$ cat src/rtl/des_key_sched.sv
// DES key schedule: expands a 64-bit key into the sixteen 48-bit round subkeys,
// in encrypt (K1..K16) or decrypt (K16..K1) order, one subkey per valid/ready transfer.
module des_key_sched (
    input  logic        clk,
    input  logic        rst,
    input  logic        start,
    input  logic        decrypt,
    input  logic [63:0] key_in,
    input  logic        subkey_ready,
    output logic [47:0] subkey_out,
    output logic        subkey_valid,
    output logic [3:0]  round_idx,
    output logic        busy,
    output logic        done
);

    typedef enum logic [1:0] {StIdle, StEmit, StDone} state_e;

    // FIPS 46-3 bit numbers (1 = MSB) selected by PC-1 (C half then D half) and PC-2.
    localparam logic [5:0] Pc1 [56] = '{
        6'd57, 6'd49, 6'd41, 6'd33, 6'd25, 6'd17, 6'd9,  6'd1,  6'd58, 6'd50,
        6'd42, 6'd34, 6'd26, 6'd18, 6'd10, 6'd2,  6'd59, 6'd51, 6'd43, 6'd35,
        6'd27, 6'd19, 6'd11, 6'd3,  6'd60, 6'd52, 6'd44, 6'd36,
        6'd63, 6'd55, 6'd47, 6'd39, 6'd31, 6'd23, 6'd15, 6'd7,  6'd62, 6'd54,
        6'd46, 6'd38, 6'd30, 6'd22, 6'd14, 6'd6,  6'd61, 6'd53, 6'd45, 6'd37,
        6'd29, 6'd21, 6'd13, 6'd5,  6'd28, 6'd20, 6'd12, 6'd4
    };
    localparam logic [5:0] Pc2 [48] = '{
        6'd14, 6'd17, 6'd11, 6'd24, 6'd1,  6'd5,  6'd3,  6'd28, 6'd15, 6'd6,
        6'd21, 6'd10, 6'd23, 6'd19, 6'd12, 6'd4,  6'd26, 6'd8,  6'd16, 6'd7,
        6'd27, 6'd20, 6'd13, 6'd2,  6'd41, 6'd52, 6'd31, 6'd37, 6'd47, 6'd55,
        6'd30, 6'd40, 6'd51, 6'd45, 6'd33, 6'd48, 6'd44, 6'd49, 6'd39, 6'd56,
        6'd34, 6'd53, 6'd46, 6'd42, 6'd50, 6'd36, 6'd29, 6'd32
    };
    // Bit k set when shift SH[k+1] is 2 (schedule 1,1,2,2,2,2,2,2,1,2,2,2,2,2,2,1).
    localparam logic [15:0] ShTwo = 16'h7EFC;

    function automatic logic [27:0] rotl(input logic [27:0] x, input logic two);
        return two ? {x[25:0], x[27:26]} : {x[26:0], x[27]};
    endfunction

    function automatic logic [27:0] rotr(input logic [27:0] x, input logic two);
        return two ? {x[1:0], x[27:2]} : {x[0], x[27:1]};
    endfunction

    state_e      state_q, state_d;
    logic [27:0] c_q, c_d, d_q, d_d;
    logic [3:0]  cnt_q, cnt_d;
    logic        mode_q, mode_d;
    logic [27:0] pc1_c, pc1_d;
    logic [55:0] cd;

    // PC-1 applied to the incoming key.
    always_comb begin
        pc1_c = '0;
        pc1_d = '0;
        for (int i = 0; i < 28; i++) begin
            pc1_c[27-i] = key_in[6'(7'd64 - {1'b0, Pc1[i]})];
            pc1_d[27-i] = key_in[6'(7'd64 - {1'b0, Pc1[28+i]})];
        end
    end

    // PC-2 applied to the live C,D registers; this is the subkey seen by the consumer.
    always_comb begin
        cd         = {c_q, d_q};
        subkey_out = '0;
        for (int i = 0; i < 48; i++) begin
            subkey_out[47-i] = cd[6'(6'd56 - Pc2[i])];
        end
    end

    // Next-state: load on start, advance the rotation on each accepted subkey.
    always_comb begin
        state_d = state_q;
        c_d     = c_q;
        d_d     = d_q;
        cnt_d   = cnt_q;
        mode_d  = mode_q;
        unique case (state_q)
            StIdle: begin
                if (start) begin
                    // Encrypt starts at K1 (one rotation); decrypt starts at K16 (net 28 = none).
                    c_d     = decrypt ? pc1_c : rotl(pc1_c, 1'b0);
                    d_d     = decrypt ? pc1_d : rotl(pc1_d, 1'b0);
                    cnt_d   = 4'd0;
                    mode_d  = decrypt;
                    state_d = StEmit;
                end
            end
            StEmit: begin
                if (subkey_ready) begin
                    if (cnt_q == 4'd15) begin
                        state_d = StDone;
                    end else begin
                        cnt_d = cnt_q + 4'd1;
                        if (mode_q) begin
                            // SH[16-cnt] lives at bit 15-cnt.
                            c_d = rotr(c_q, ShTwo[~cnt_q]);
                            d_d = rotr(d_q, ShTwo[~cnt_q]);
                        end else begin
                            // SH[cnt+2] lives at bit cnt+1.
                            c_d = rotl(c_q, ShTwo[cnt_q + 4'd1]);
                            d_d = rotl(d_q, ShTwo[cnt_q + 4'd1]);
                        end
                    end
                end
            end
            StDone: state_d = StIdle;
            default: state_d = StIdle;
        endcase
    end

    // State and datapath registers.
    always_ff @(posedge clk or posedge rst) begin
        if (rst) begin
            state_q <= StIdle;
            c_q     <= '0;
            d_q     <= '0;
            cnt_q   <= '0;
            mode_q  <= 1'b0;
        end else begin
            state_q <= state_d;
            c_q     <= c_d;
            d_q     <= d_d;
            cnt_q   <= cnt_d;
            mode_q  <= mode_d;
        end
    end

    assign subkey_valid = (state_q == StEmit);
    assign busy         = (state_q != StIdle);
    assign done         = (state_q == StDone);
    assign round_idx    = cnt_q;

endmodule

$ cat config.mk
export PLATFORM = sky130hd
export DESIGN_NAME = des_key_sched
export DESIGN_NICKNAME = d
export VERILOG_FILES = /design/src/rtl/des_key_sched.sv
export SDC_FILE = /design/constraint.sdc
export NUM_CORES = 1
export LEC_CHECK = 0
export BUFFER_PORTS_ARGS = -buffer_cell sky130_fd_sc_hd__buf_2
export CAP_MARGIN = 20
export CELL_PAD_IN_SITES_DETAIL_PLACEMENT = 1
export CELL_PAD_IN_SITES_GLOBAL_PLACEMENT = 1
export CORE_MARGIN = 5
export CORE_UTILIZATION = 44
export CTS_CLUSTER_SIZE = 12
export DETAILED_ROUTE_END_ITERATION = 8
export HOLD_SLACK_MARGIN = 0.1
export PLACE_DENSITY = 0.82
export SLEW_MARGIN = 20
export SYNTH_ARGS = -nofsm -noshare
export SYNTH_HDL_FRONTEND = slang
export SYNTH_SLANG_ARGS = --single-unit
$ cat constraint.sdc
create_clock -name clk -period 2.6 [get_ports clk]
set_input_delay 0.26 -clock clk [delete_from_list [all_inputs] [get_ports clk]]
set_output_delay 0.26 -clock clk [all_outputs]
set_load 0.05 [all_outputs]
**After elaboration in Yosys (flattened, before gate mapping)**

Memories as Yosys holds them, arrays and structs flattened.
Cells that the tools add are included.

- $add $sub $neg: 1
- Magnitude comparators: 2
- Reductions and logical operators: 6
- Eq/ne operators: 7
- Bitwise operators: 1
- Multiplexer cells: 26

Operators by type and width:

| operator | count |
|---|---|
| $mux W28 | 14 |
| $pmux W28 S2 | 2 |
| $mux W4 | 3 |
| $lt A4 B5 Y1 const B | 2 |
| $pmux W4 S2 | 1 |
| $mux W2 | 3 |
| $ne A2 B2 Y1 const B | 3 |
| $add A4 B1 Y4 const B | 1 |
| $eq A4 B4 Y1 const B | 1 |
| $not A4 Y4 | 1 |
| $pmux W2 S2 | 1 |
| $reduce_and A4 Y1 | 1 |
| $reduce_bool A2 Y1 | 2 |
| $reduce_and A3 Y1 | 1 |
| $eq A2 B1 Y1 const B | 1 |
| $eq A2 B2 Y1 const B | 1 |
| $logic_not A2 Y1 | 1 |
| $mux W1 | 2 |
| $ne A2 B1 Y1 const B | 1 |
| $reduce_and A2 Y1 | 1 |

- Input bits: 69
- Memories kept: 2
- Word-level logic and storage cells: 50
- ROM bits: 32
- Output and inout port bits: 55
- Register bits: 63

Memories:

| name | words | width | rd ports | clocked after Yosys merged registers in | write ports | line | source |
|---|---|---|---|---|---|---|---|
| (no name shown) | 16 | 1 | 1 | 0 | 0 | 103 | `d_d = rotl(d_q, ShTwo[cnt_q + 4'd1]);` |
| (no name shown) | 16 | 1 | 1 | 0 | 0 | 99 | `d_d = rotr(d_q, ShTwo[~cnt_q]);` |

**Longest topological paths before layout**

- Word-level depth: 8
- Gate-level depth with buffers: 9

**Worst setup path before layout**

Ideal clock, no wire load.

- Path kind: register -> register
- Start point: reg cnt_q[1] (netlist: round_idx[1])
- End point: reg c_q[10]
- Path buffers: 2
- Cell stages (with the launch flop): 10
- Data arrival time: 2.386 ns
- Data required time: 2.504 ns
- Period minus slack after synthesis: 2.482 ns
- Library setup time: 0.096 ns
- Slack: 0.118 ns
- Cell sequence: dfrtp_1 > ha_1 > and2_1 > a21o_1 > a22o_1 > a211o_1 > buf_6 > buf_6 > mux2i_1 > o31ai_1

- Cells in the longest elaborated chain, start to end: 8
- Elaborated cells on any way between the ends: 15

Ends and longest elaborated chain:

| element | line | source |
|---|---|---|
| start: declaration | 48 | `logic [3:0] cnt_q, cnt_d;` |
| start signal: assignment | 125 | `cnt_q <= cnt_d;` |
| $add A4 B1 Y4 / $not A4 Y4 (equally long branches) | 102, 98 |  |
| $mem_v2 Z16 W1 (on tied branches) | - |  |
| $mux W1 (on tied branches) | - |  |
| $mux W28 (on tied branches) | 39, 43 |  |
| $mux W28 | 96 | `if (mode_q) begin` |
| $mux W28 | 92 | `if (cnt_q == 4'd15) begin` |
| $mux W28 | 91 | `if (subkey_ready) begin` |
| $pmux W28 S2 | 79 | `unique case (state_q)` |
| end signal: assignment | 117 | `c_q <= '0;` |
| end signal: assignment | 123 | `c_q <= c_d;` |
| end: declaration | 47 | `logic [27:0] c_q, c_d, d_q, d_d;` |

Several ways; a longest one is shown, not always the timed one. The select of a mux whose other input is x is not followed.
A chain may end at the register's enable or synchronous reset.

**Final worst setup path**

- Start point: reg cnt_q[0] (netlist: round_idx[0])
- End point: reg d_q[1]

- Cells in the longest elaborated chain, start to end: 8
- Elaborated cells on any way between the ends: 15

Ends and longest elaborated chain:

| element | line | source |
|---|---|---|
| $add A4 B1 Y4 / $not A4 Y4 (equally long branches) | 103, 99 |  |
| $mem_v2 Z16 W1 (on tied branches) | - |  |
| $mux W1 (on tied branches) | 103, 99 |  |
| $mux W28 (on tied branches) | 39, 43 |  |
| $mux W28 | 96 |  |
| $mux W28 | 92 |  |
| $mux W28 | 91 |  |
| $pmux W28 S2 | 79 |  |
| end signal: assignment | 118 | `d_q <= '0;` |
| end signal: assignment | 124 | `d_q <= d_d;` |
| end: declaration | 47 |  |

Several ways; a longest one is shown, not always the timed one. The select of a mux whose other input is x is not followed.

==> results.cfg <==
[worst_setup_path]
cp.required_ns = 2.82
start_kind = flop
rrSetupSlack_ns = 0.15
cp.arrival_ns = 2.66
rr_endpoint = d_q[1]$_DFFE_PP0P_
endpoint_kind = flop
crit_fanout = 27
path_class = reg -> reg
reg2reg_depth = 8
r2r-start = round_idx[0]$_DFFE_PP0P_

[final_layout]
layout.nets = 793
design_area_mm2 = 0.00714
antenna_cells = 0
final_common_cell = buf_2
final_cell_mix = buf_2 (115), mux2i_1 (114), dfrtp_1 (62), o21ai_0 (58), mux2_2 (55)
drive_above_1_share_pct = 29.9
syn_to_final_growth_pct = 11.0
n_fill_cell = 1689

[min_path]
min_path_type = in -> reg
hold_end = state_q[0]$_DFFE_PP0P_
whs_path_depth = 2
holdCritStartpoint = subkey_ready

[synth]
synth_top_family_by_area = compound AO/OA/AOI/OAI gates
synth_top_flop_cell = dfrtp_1
synth_cells = 683
synth.avg_cell_area_um2 = 9.42
synthAdderAreaFrac_pct = 1.13
synth-simple-area-share_pct = 2.41
syn-cell-area_mm2 = 0.00644
ys_seq_area_share_pct = 24.5
synthMuxAreaShare_pct = 27.4
synth-xor-area-share_pct = 0.389
yosysWarnings = 0
syn_nets = 757
synth_compound_area_share_pct = 33.3
ys_ff_latch = 63
synth_edf_count = 0
async_reset_ff_share_pct = 100
ys_types = 33

[power_and_ir_drop]
power_density_mw_per_mm2 = 1510
leakagePower_nw = 3.10
total_power_mw = 10.8
ir_drop_mv = 0.797

[grt]
grt_util_met1_pct = 32.1
grt_use_met2_pct = 40.6
grt_use_total_pct = 24.3
first_global_vias = 6433
use_met3_pct = 3.62
antenna_found_initial = 0
busiest_layer = met2
grt_start_max_net_pins = 61
grt_first_pass_wirelength_um = 33800
grt-ovfl-total = 0

[detailed_routing]
ant_nets = 0
finalWirelength_um = 20800
wl_per_cell_um = 23.0
num_vias = 6057
dr.pass1.iters = 4
drt_iter0_drc = 502
drc = 0
vias_per_cell = 6.69

[placed_design]
dp_hpwl_um = 13300
portBuffers = 115
place.gp.congestion = 0.864
dpl_cell_area_mm2 = 0.00686

[clock_network]
cts_made_buffers = 9
cts_tree = built
cts-htree-levels = 3
clk_path_buf_depth = 2
insertion_delay_ns = 0.33
clock-root-buffer = clkbuf_16
clk_pin_slew_worst_paths_ns = 0.05
post_cts_buffers = 0
cts.sinks = 63

[floorplan]
die_w_um = 131
fp-row-count = 44
die_height_um = 131
ioPinCount = 124
core_area_mm2 = 0.0144
start_util_pct = 44.6
die_area_mm2 = 0.0171

[sta]
fin_setup_tns_ns = 0
hold_viol_final = 0
rsz0062_at_grt = no
setup_viol = 0
max_slew_margin_pct = 45.0
worst_pin_slew_ns = 0.826
hold_ws_ns = 0.182
post-route-period-util_pct = 94.1
period_needed_ns = 2.45
fin_skew_ns = 0.00970
fmax_mhz = 409
drv_slew = 0

[job]
maxCapViolations = 0

[run_status]
outcome = finished clean
-- registers in the layout, indices dropped and copies added, names as in the netlist --
signal / cells
state_q: 2
round_idx: 4
c_q: 28
d_q: 28
mode_q: 1
-- cell families (layout without fill, tap and decap cells) --
| family | Yosys count | in the layout |
|---|---|---|
| AO/OA/AOI/OAI | 288 | 289 |
| XOR/XNOR | 2 | 2 |
| adder cells (fa/ha/maj) | 6 | 6 |
| buffers and inverters | 121 | 159 |
| flip-flops | 63 | 63 |
| multiplexers | 169 | 169 |
| AND/OR/NAND/NOR | 34 | 34 |
-- per-layer routing --
metal	routed length (um)	share of wire (%)
met1	9170	44
met2	10200	49
met3	959	4.6
met4	490	2.4
met5	0	0
-- area by class of cell --
type	count	area, um2	area share (%)
multi-input combinational	500	4210	58.9
sequential	63	1580	22.1
timing repair buffer	139	837	11.7
clock buffer	13	260	3.64
tap	184	230	3.22
inverter	6	22.5	0.315
clock inverter	1	5.00	0.0701
-- repair_timing --
item / CTS / global route
gates resized for setup: 0 / 1
setup endpoints to repair: 0 / 4
hold endpoints to repair: 10 / 0
hold buffers: 1 / 0
-- worst max-delay path: stages (launching register included) --
cell     delay, ns
dfrtp_1       0.38
ha_1          0.24
and2_1        0.23
a21o_1        0.20
a22o_1        0.24
a211o_2       0.38
buf_6         0.23
mux2i_1       0.17
o31ai_1       0.26
-- synthesized netlist by cell type, types with 3 or more instances --
master,n,area [um2]
a2bb2oi_1,54,473
dfrtp_1,63,1580
o21a_1,54,405
mux2i_1,114,1140
o21ai_0,58,290
nor2_1,8,30.0
inv_1,6,22.5
o31ai_1,54,405
a221oi_1,54,473
buf_4,50,375
ha_1,5,62.6
clkbuf_1,47,176
nand2_1,12,45.0
mux2_2,55,619
nor2b_1,3,18.8
buf_6,6,67.6
buf_2,11,55.1
nand3_1,5,25.0
a21oi_1,6,30.0
-- per-stage QoR --
step                      cells  worst slack, ns  util [%]
final                       906            0.153      49.5
after global routing        906         0.000244      49.5
after CTS                   905           0.0526      49.4
after detailed placement    890           0.0680      47.5
after global placement      890            0.246      47.5
after floorplan             683            0.118         -
-- power breakdown --
part           switching (mW)  internal [mW]
clock network           0.445          0.686
registers                1.00           1.46
logic                    4.39           2.81
-- worst max-delay path by stage --
stage	start	end	slack (ns)	cells past startpoint
floorplan	round_idx[1]$_DFFE_PP0P_	c_q[10]$_DFFE_PP0P_	0.12	9
CTS	round_idx[0]$_DFFE_PP0P_	d_q[22]$_DFFE_PP0P_	0.05	8
detailed placement	round_idx[0]$_DFFE_PP0P_	d_q[22]$_DFFE_PP0P_	0.07	8
global placement	round_idx[0]$_DFFE_PP0P_	d_q[22]$_DFFE_PP0P_	0.25	8
finish	round_idx[0]$_DFFE_PP0P_	d_q[1]$_DFFE_PP0P_	0.15	8
global route	round_idx[2]$_DFFE_PP0P_	d_q[22]$_DFFE_PP0P_	0.0002	7
(Power assumes the default switching activity.)
